--- src/rtl/spim_pkg.sv ---
// Shared definitions for the SPI master engine.
// Contents: FSM state enum, divider floor, effective frame-length helper.
package spim_pkg;

  typedef enum logic [2:0] {
    StIdle,
    StSetup,
    StShift,
    StHold,
    StGap
  } state_e;

  // Floor on the half-period divider; leaves room for the 2-flop MISO synchroniser.
  localparam int unsigned MIN_DIV = 2;

  // A programmed length of 0 selects the full data width.
  function automatic int unsigned eff_len(input int unsigned len, input int unsigned dwidth);
    return (len == 0) ? dwidth : len;
  endfunction

endpackage

--- src/rtl/spim_clkgen.sv ---
// Half-period timer for the SPI master.
// Ports:
//   clk_sys, rst_sys_n : system clock, synchronous active-low reset
//   enable             : counter runs while high, held at zero otherwise
//   div_val            : half-period = max(div_val, MIN_DIV) + 1 cycles
//   tick               : one-cycle pulse in the last cycle of each half-period
//   sample             : tick delayed by 2 cycles (MISO sampling strobe)
module spim_clkgen
  import spim_pkg::*;
#(
  parameter int unsigned DIVW = 8
) (
  input  logic            clk_sys,
  input  logic            rst_sys_n,
  input  logic            enable,
  input  logic [DIVW-1:0] div_val,
  output logic            tick,
  output logic            sample
);

  logic [DIVW-1:0] cnt_q, cnt_d;
  logic [DIVW-1:0] div_eff;
  logic [1:0]      dly_q;

  always_comb begin
    div_eff = (div_val < DIVW'(MIN_DIV)) ? DIVW'(MIN_DIV) : div_val;
    tick    = enable && (cnt_q == div_eff);
    cnt_d   = (!enable || tick) ? '0 : cnt_q + DIVW'(1);
  end

  always_ff @(posedge clk_sys) begin
    if (!rst_sys_n) begin
      cnt_q <= '0;
      dly_q <= '0;
    end else begin
      cnt_q <= cnt_d;
      dly_q <= {dly_q[0], tick};
    end
  end

  assign sample = dly_q[1];

endmodule

--- src/rtl/spim_core.sv ---
// SPI master engine: configurable frame length, CPOL/CPHA, bit order, divider
// and chip select, with a start/busy/done handshake.
// Ports:
//   clk_sys, rst_sys_n        : system clock, synchronous active-low reset
//   start                     : transfer request (sampled while idle)
//   cpol, cpha, lsb_first     : clock mode and bit order
//   div_val, len, cs_sel      : divider, frame length (0 = DWIDTH), device select
//   tx_data / rx_data         : right-aligned transmit / received words
//   busy, done                : transfer in progress / one-cycle completion pulse
//   spi_cs_n, spi_clk,
//   spi_mosi, spi_miso        : SPI bus
module spim_core
  import spim_pkg::*;
#(
  parameter int unsigned DWIDTH = 32,
  parameter int unsigned NCS    = 4,
  parameter int unsigned DIVW   = 8,
  localparam int unsigned LW    = $clog2(DWIDTH + 1),
  localparam int unsigned CSW   = (NCS > 1) ? $clog2(NCS) : 1
) (
  input  logic              clk_sys,
  input  logic              rst_sys_n,
  input  logic              start,
  input  logic              cpol,
  input  logic              cpha,
  input  logic              lsb_first,
  input  logic [DIVW-1:0]   div_val,
  input  logic [LW-1:0]     len,
  input  logic [CSW-1:0]    cs_sel,
  input  logic [DWIDTH-1:0] tx_data,
  input  logic              spi_miso,
  output logic              busy,
  output logic              done,
  output logic [DWIDTH-1:0] rx_data,
  output logic [NCS-1:0]    spi_cs_n,
  output logic              spi_clk,
  output logic              spi_mosi
);

  localparam int unsigned IW = $clog2(DWIDTH);
  localparam int unsigned EW = LW + 1;

  state_e            state_q, state_d;
  logic              cpha_q, cpha_d, lsb_q, lsb_d;
  logic [DIVW-1:0]   div_q, div_d;
  logic [LW-1:0]     len_q, len_d;
  logic [DWIDTH-1:0] tx_q, tx_d, rx_sh_q, rx_sh_d, rx_q, rx_d;
  logic [EW-1:0]     edge_q, edge_d;
  logic [LW-1:0]     ntx_q, ntx_d, nrx_q, nrx_d;
  logic              pend_q, pend_d, done_q, done_d;
  logic [NCS-1:0]    cs_n_q, cs_n_d;
  logic              clk_q, clk_d, mosi_q, mosi_d;
  logic              sync1_q, sync2_q;

  logic              tick, sample, clk_en, cs_ok;
  logic [LW-1:0]     start_len;
  int unsigned       len_i;
  logic [IW-1:0]     first_pos, tx_pos, rx_pos;
  logic [EW-1:0]     last_edge;
  logic              edge_now, leading, drive_now, samp_now;

  assign clk_en = (state_q != StIdle);

  spim_clkgen #(
    .DIVW (DIVW)
  ) u_clkgen (
    .clk_sys   (clk_sys),
    .rst_sys_n (rst_sys_n),
    .enable    (clk_en),
    .div_val   (div_q),
    .tick      (tick),
    .sample    (sample)
  );

  always_comb begin
    cs_ok     = (32'(cs_sel) < NCS);
    start_len = LW'(eff_len(32'(len), DWIDTH));
    first_pos = lsb_first ? '0 : IW'(32'(start_len) - 1);
    len_i     = 32'(len_q);
    tx_pos    = lsb_q ? IW'(ntx_q) : IW'(len_i - 1 - 32'(ntx_q));
    rx_pos    = lsb_q ? IW'(nrx_q) : IW'(len_i - 1 - 32'(nrx_q));
    last_edge = EW'(2 * len_i);
    // Edge e = edge_q: even edges leave the idle level (leading), odd edges return.
    edge_now  = tick && ((state_q == StSetup) ||
                         ((state_q == StShift) && (edge_q != last_edge)));
    leading   = ~edge_q[0];
    // CPHA=0 drives on trailing edges except the final one (first bit went out at SETUP).
    drive_now = edge_now && (cpha_q ? leading
                                    : (!leading && (edge_q != last_edge - EW'(1))));
    samp_now  = edge_now && (cpha_q ? !leading : leading);

    state_d = state_q;
    cpha_d  = cpha_q;
    lsb_d   = lsb_q;
    div_d   = div_q;
    len_d   = len_q;
    tx_d    = tx_q;
    rx_sh_d = rx_sh_q;
    rx_d    = rx_q;
    edge_d  = edge_q;
    ntx_d   = ntx_q;
    nrx_d   = nrx_q;
    pend_d  = pend_q;
    done_d  = 1'b0;
    cs_n_d  = cs_n_q;
    clk_d   = clk_q;
    mosi_d  = mosi_q;

    // The sampling edge only arms a capture; the synchronised bit is taken 2 cycles later.
    if (sample && pend_q) begin
      rx_sh_d[rx_pos] = sync2_q;
      nrx_d           = nrx_q + LW'(1);
      pend_d          = 1'b0;
    end
    if (edge_now) begin
      clk_d  = ~clk_q;
      edge_d = edge_q + EW'(1);
    end
    if (drive_now) begin
      mosi_d = tx_q[tx_pos];
      ntx_d  = ntx_q + LW'(1);
    end
    if (samp_now) pend_d = 1'b1;

    unique case (state_q)
      StIdle: begin
        clk_d = cpol;
        if (start && cs_ok) begin
          state_d = StSetup;
          cpha_d  = cpha;
          lsb_d   = lsb_first;
          div_d   = div_val;
          len_d   = start_len;
          tx_d    = tx_data;
          rx_sh_d = '0;
          edge_d  = '0;
          nrx_d   = '0;
          pend_d  = 1'b0;
          cs_n_d  = ~(NCS'(1) << cs_sel);
          if (!cpha) begin
            mosi_d = tx_data[first_pos];
            ntx_d  = LW'(1);
          end else begin
            ntx_d  = '0;
          end
        end
      end
      StSetup: if (tick) state_d = StShift;
      StShift: if (tick && (edge_q == last_edge)) state_d = StHold;
      StHold: begin
        if (tick) begin
          state_d = StGap;
          cs_n_d  = '1;
        end
      end
      StGap: begin
        if (tick) begin
          state_d = StIdle;
          done_d  = 1'b1;
          rx_d    = rx_sh_q;
        end
      end
      default: state_d = StIdle;
    endcase
  end

  always_ff @(posedge clk_sys) begin
    if (!rst_sys_n) begin
      state_q <= StIdle;
      cpha_q  <= 1'b0;
      lsb_q   <= 1'b0;
      div_q   <= '0;
      len_q   <= '0;
      tx_q    <= '0;
      rx_sh_q <= '0;
      rx_q    <= '0;
      edge_q  <= '0;
      ntx_q   <= '0;
      nrx_q   <= '0;
      pend_q  <= 1'b0;
      done_q  <= 1'b0;
      cs_n_q  <= '1;
      clk_q   <= 1'b0;
      mosi_q  <= 1'b0;
      sync1_q <= 1'b0;
      sync2_q <= 1'b0;
    end else begin
      state_q <= state_d;
      cpha_q  <= cpha_d;
      lsb_q   <= lsb_d;
      div_q   <= div_d;
      len_q   <= len_d;
      tx_q    <= tx_d;
      rx_sh_q <= rx_sh_d;
      rx_q    <= rx_d;
      edge_q  <= edge_d;
      ntx_q   <= ntx_d;
      nrx_q   <= nrx_d;
      pend_q  <= pend_d;
      done_q  <= done_d;
      cs_n_q  <= cs_n_d;
      clk_q   <= clk_d;
      mosi_q  <= mosi_d;
      sync1_q <= spi_miso;
      sync2_q <= sync1_q;
    end
  end

  assign busy     = (state_q != StIdle);
  assign done     = done_q;
  assign rx_data  = rx_q;
  assign spi_cs_n = cs_n_q;
  assign spi_clk  = clk_q;
  assign spi_mosi = mosi_q;

endmodule
--- config.mk ---
export PLATFORM = sky130hd
export DESIGN_NAME = spim_core
export DESIGN_NICKNAME = d
export VERILOG_FILES = /design/src/rtl/spim_pkg.sv /design/src/rtl/spim_clkgen.sv /design/src/rtl/spim_core.sv
export SDC_FILE = /design/constraint.sdc
export NUM_CORES = 1
export LEC_CHECK = 0
export BUFFER_PORTS_ARGS = -buffer_cell sky130_fd_sc_hd__buf_4
export CELL_PAD_IN_SITES_DETAIL_PLACEMENT = 1
export CELL_PAD_IN_SITES_GLOBAL_PLACEMENT = 2
export CORE_MARGIN = 10
export CORE_UTILIZATION = 37
export CTS_CLUSTER_DIAMETER = 100
export CTS_CLUSTER_SIZE = 25
export DETAILED_ROUTE_END_ITERATION = 10
export PLACE_DENSITY_LB_ADDON = 0.1
export SLEW_MARGIN = 25
export SYNTH_ARGS = -nofsm -noshare
export SYNTH_HDL_FRONTEND = slang
export SYNTH_SLANG_ARGS = --single-unit
--- constraint.sdc ---
create_clock -name clk_sys -period 4.6 [get_ports clk_sys]
set_clock_uncertainty 0.15 [all_clocks]
set_input_delay 0.46 -clock clk_sys [delete_from_list [all_inputs] [get_ports clk_sys]]
set_output_delay 0.46 -clock clk_sys [all_outputs]
set_load 0.005 [all_outputs]
==> results <==
- In this run the mean area of a mapped cell was roughly 8.0 sq um.
- For the worst setup path, the data required time is between 4000 and 5000 ps.
- Counting along the longest clock path gives a buffer depth of 2.
- The post-synthesis sequential element count is roughly 150.
- Power comes to roughly 3.5 mW.
- In the post-synthesis netlist, the biggest area contributors are sky130_fd_sc_hd__dfxtp_1 41%, sky130_fd_sc_hd__nand2_1 9.5%, sky130_fd_sc_hd__mux2i_1 6.8%.
- The multiplexer share of the synthesized area is 0.0758.
- The remaining design rule violation count is 0.
- Data on the critical path arrives at its endpoint at roughly 3800 ps.
- The number of endpoints with negative hold slack in the final report came to 0.
- Among all stages on the critical path, the largest delay is contributed by sky130_fd_sc_hd__a2111oi_0.
- The count of routing violations after the opening detailed-route iteration is 257.
- The number of pins with negative max-slew slack in the final report is 0.
- The share of total power consumed by net switching is 0.309.
- The wire length of the first global-routing pass is around 35000 microns.
- In the synthesized netlist the async set-or-reset flop fraction comes to 0.
- Setup violations remaining at the end of the flow were counted as 0.
- The height of the chip is 161 microns.
- The worst reg-to-reg setup slack is roughly 1100 ps.
- The final worst-path cycle share is 0.770.
- The post-synthesis share of cell area spent on full adders, half adders and majority gates is 0.0308.
- For this run, the slowest stage of the critical path takes roughly 530 ps.
- The run finished with clean final reports.
- The core region area is just under 20000 sq um.
- The initial utilization of the core area, before any placement, comes to 0.377.
- After synthesis, the netlist uses 60 different library cells.
- The family of cells with the greatest summed delay on the critical path is compound AO/OA/AOI/OAI gates.
- Across every metal layer, demand over resource in global routing totals 0.164.
- In the layout the commonest cells are 186 x sky130_fd_sc_hd__nand2_1, 151 x sky130_fd_sc_hd__dfxtp_1, 106 x sky130_fd_sc_hd__buf_4.
- The insertion delay to the later sink of the worst-skew pair is roughly 420 ps.
- The area used by multi-input combinational logic is approximately 4000 sq um.
- For the finished layout, the period the worst path requires is between 3000 and 4000 ps.
- The share of the synthesized area in the top cell type is 0.412.
- The most frequently used flop master after synthesis is sky130_fd_sc_hd__dfxtp_1.
- 0 antenna diodes ended up in the layout.
- The final setup slack of the worst path is around 1100 ps.
- The destination of the worst hold path is sync1_q.
- The worst hold path begins at spi_miso.
- The number of antenna violations at the first check in global routing came to 0.
- The dominant combinational cell family by area after synthesis is simple AND/OR/NAND/NOR gates.
- For this run, the number of Yosys warnings is 0.
- The count of H-tree levels built during CTS is 4.
- Cell internal power was estimated by the tool at 2.44 mW.
- For this run, the post-layout net count is roughly 1100.
- The post-cts gate resize count is 0.
- Headroom to the max-slew limit came out at 0.466.
- The routed design has about 21000 microns of wire.
- Of the total synthesized cell area, the portion taken by XOR and XNOR cells is 0.0533.
- The HPWL after detailed placement is 15600 microns.
- The worst register-to-register path ends at spi_mosi.
- Counting instances, the worst hold path has a depth of 2.
- The count of vias placed by the detailed router is 6443.
- The sum of overflow across all layers after global routing is 0.
- Measured in cells, the most critical reg-to-reg path has a length of 12.
- The critical path goes through inv_1 -> ha_1 -> inv_1 -> fa_1 -> xor2_1 -> o32a_1 -> a211oi_1 -> a2111oi_0 -> mux2i_1 -> mux2i_1 -> mux2_4 -> o211a_1.
- The dominant cell type by area after synthesis is sky130_fd_sc_hd__dfxtp_1.
- The type of origin of the critical path is a flop.
- Of the total power, combinational logic draws 0.202.
- Setup repair after global routing left no endpoint under its margin.
- The number of synthesized flops with an enable pin is 0.
- The synthesized-area fraction occupied by ao, oa, aoi and oai cells was 0.136.
- For this design, the CTS-stage hold fixing added 0 buffers.
- The clock-pin slew of the registers on the worst-case setup and hold paths is about 60 ps.
- between 90 and 100 I/O pins were placed.
- Adding up every negative setup slack in the final design gives 0 ps.
- The maximum number of pins on one net before global-route repair is 58.
- The clock root buffer is sky130_fd_sc_hd__clkbuf_16.
- Of the total power, registers draw 0.404.
- The count of max-cap constraint violations is 0.
- Relative to the synthesized area, the layout overhead comes to 19.7%.
- For this design the ratio of total power to cell area is between 300 and 400 nW/um^2.
- The net count after synthesis is between 900 and 1000.
- The mapped netlist covers approximately 7400 sq um.
- The count of mapped cells out of synthesis is about 920.
- The number of buffers added by the clock tree synthesis step is 17.
- The type of the worst setup path is reg -> reg.
- In the final layout, the share of cells above drive strength 1 is 0.150.
- The full die area is between 20000 and 30000 sq um.
- The routed wirelength normalized by instance count is around 17 microns.
- The highest clock frequency the design can meet is about 280 MHz.
- The pre-antenna-repair detailed-routing pass consisted of 4 iterations.
- The slew at the pin with the worst max-slew slack is approximately 800 ps.
- The average via count per standard cell is roughly 5.1.
- The startpoint of the worst-slack reg-to-reg timing path is len_q[0].
- The analysis attributes to net switching a power of 1.09 mW.
- The commonest non-fill, non-tap cell in the layout is sky130_fd_sc_hd__nand2_1.
- The critical path contains buffers and inverters numbering 2 combined.
- The endpoint class of the critical path is a flop.
- The number of fill cells is 2417.
- VDD sags by at most ~0.00025 V.
- The clock tree from TritonCTS is done.
- The worst hold-check path type is in -> reg.
- The count of nets left with antenna violations once routing finished came out at 0.
- After clock tree synthesis, the setup repair step added 0 buffers.
- OpenSTA, run right after detailed placement, puts the worst setup slack at 1040 ps.
- The horizontal die dimension is roughly 160 microns.
- Summing all flip-flop and latch instances after layout gives between 3000 and 4000 sq um.
- Hold timing on the final database bottoms out at a slack of between 100 and 150 ps.
- The static power due to leakage is between 3 and 4 nW.
- The relative contribution of the clock network to total power is 0.394.
- The number of global-route vias before repair is between 6000 and 7000.
- The post-route core utilization is 0.452.
- The placement row count is slightly above 50.
- Port buffering added 94 buffers.
- The congestion estimate from routability-driven global placement came to between 0.7 and 0.8.
- The sequential area share after synthesis is 0.412.
- The clock drives 152 sinks.
- The basic-gate share of the synthesized area counting and, or, nand and nor cells is 0.245.
- The biggest fanout along the worst timing path is 8.
==> per-layer routing <==
metal  vias to the layer above  wire length, microns  GRT usage
met5                         -                     0          0
met1                      3058                 10900      0.239
met4                         0                   197     0.0471
li1                       3281                     -          -
met2                        92                  9200      0.238
met3                        12                   976     0.0325
==> area by class of cell <==
class                      count  area share
clock buffer                  19      0.0489
clock inverter                12      0.0163
inverter                      24      0.0103
multi-input combinational    684       0.453
sequential                   152       0.344
tap                          265      0.0375
timing repair buffer         106      0.0900
==> state kept, by name, indices dropped and copies added, names as in the netlist, 2 cells and up <==
| name | count |
|---|---|
| len_q | 6 |
| u_clkgen.cnt_q | 8 |
| rx_sh_q | 32 |
| rx_data | 32 |
| tx_q | 32 |
| edge_q | 7 |
| u_clkgen.dly_q | 2 |
| state_q | 3 |
| ntx_q | 5 |
| spi_cs_n | 4 |
| div_q | 8 |
| nrx_q | 5 |
==> synthesized netlist by cell type (all sizes together) (6+ instances only) <==
cell	n
and3	19
nor2	92
nand2b	6
buf	16
nor3	15
mux2i	50
o21ai	19
xnor2	21
nand3	32
inv	24
xor2	24
a211oi	15
a21oi	92
ha	15
nor2b	7
nor4	9
and2	9
clkbuf	45
dfxtp	152
nand4	12
nand2	187
a2111oi	6
==> worst max path at each step <==
| stage | startpoint | endpoint | slack (ps) | depth (start not counted) |
|---|---|---|---|---|
| 5_1_grt | len_q[0] | rx_sh_q[24] | 630 | 12 |
| 3_3_place_gp | len_q[0] | rx_sh_q[24] | 1180 | 13 |
| 4_1_cts | len_q[0] | spi_mosi | 1010 | 12 |
| 2_1_floorplan | len_q[0] | spi_mosi | 1530 | 12 |
| 6_report | len_q[0] | spi_mosi | 1060 | 12 |
| 3_5_place_dp | len_q[0] | spi_mosi | 1040 | 12 |
==> per-stage QoR <==
step	cell area (sq um)	std cells
floorplan	7390	921
global placement	8270	1231
detailed placement	8270	1231
CTS	8840	1262
global route	8850	1262
finish	8850	1262
==> logic make-up after synthesis <==
family / count (synthesis)
buffers and inverters: 85
AO/OA/AOI/OAI: 164
AND/OR/NAND/NOR: 404
adder cells (fa/ha/maj): 17
multiplexers: 54
XOR/XNOR: 45
flip-flops: 152
==> power groups by stage <==
stage / registers, mW / clock network (mW) / logic [mW]
detailed placement: 1.46 / 0 / 0.716
global route: 1.44 / 1.47 / 0.810
CTS: 1.43 / 1.43 / 0.719
global placement: 1.46 / 0 / 0.713
finish: 1.43 / 1.39 / 0.714
floorplan: 1.43 / 0 / 0.511
No activity file was read; power rests on OpenSTA's default activity.
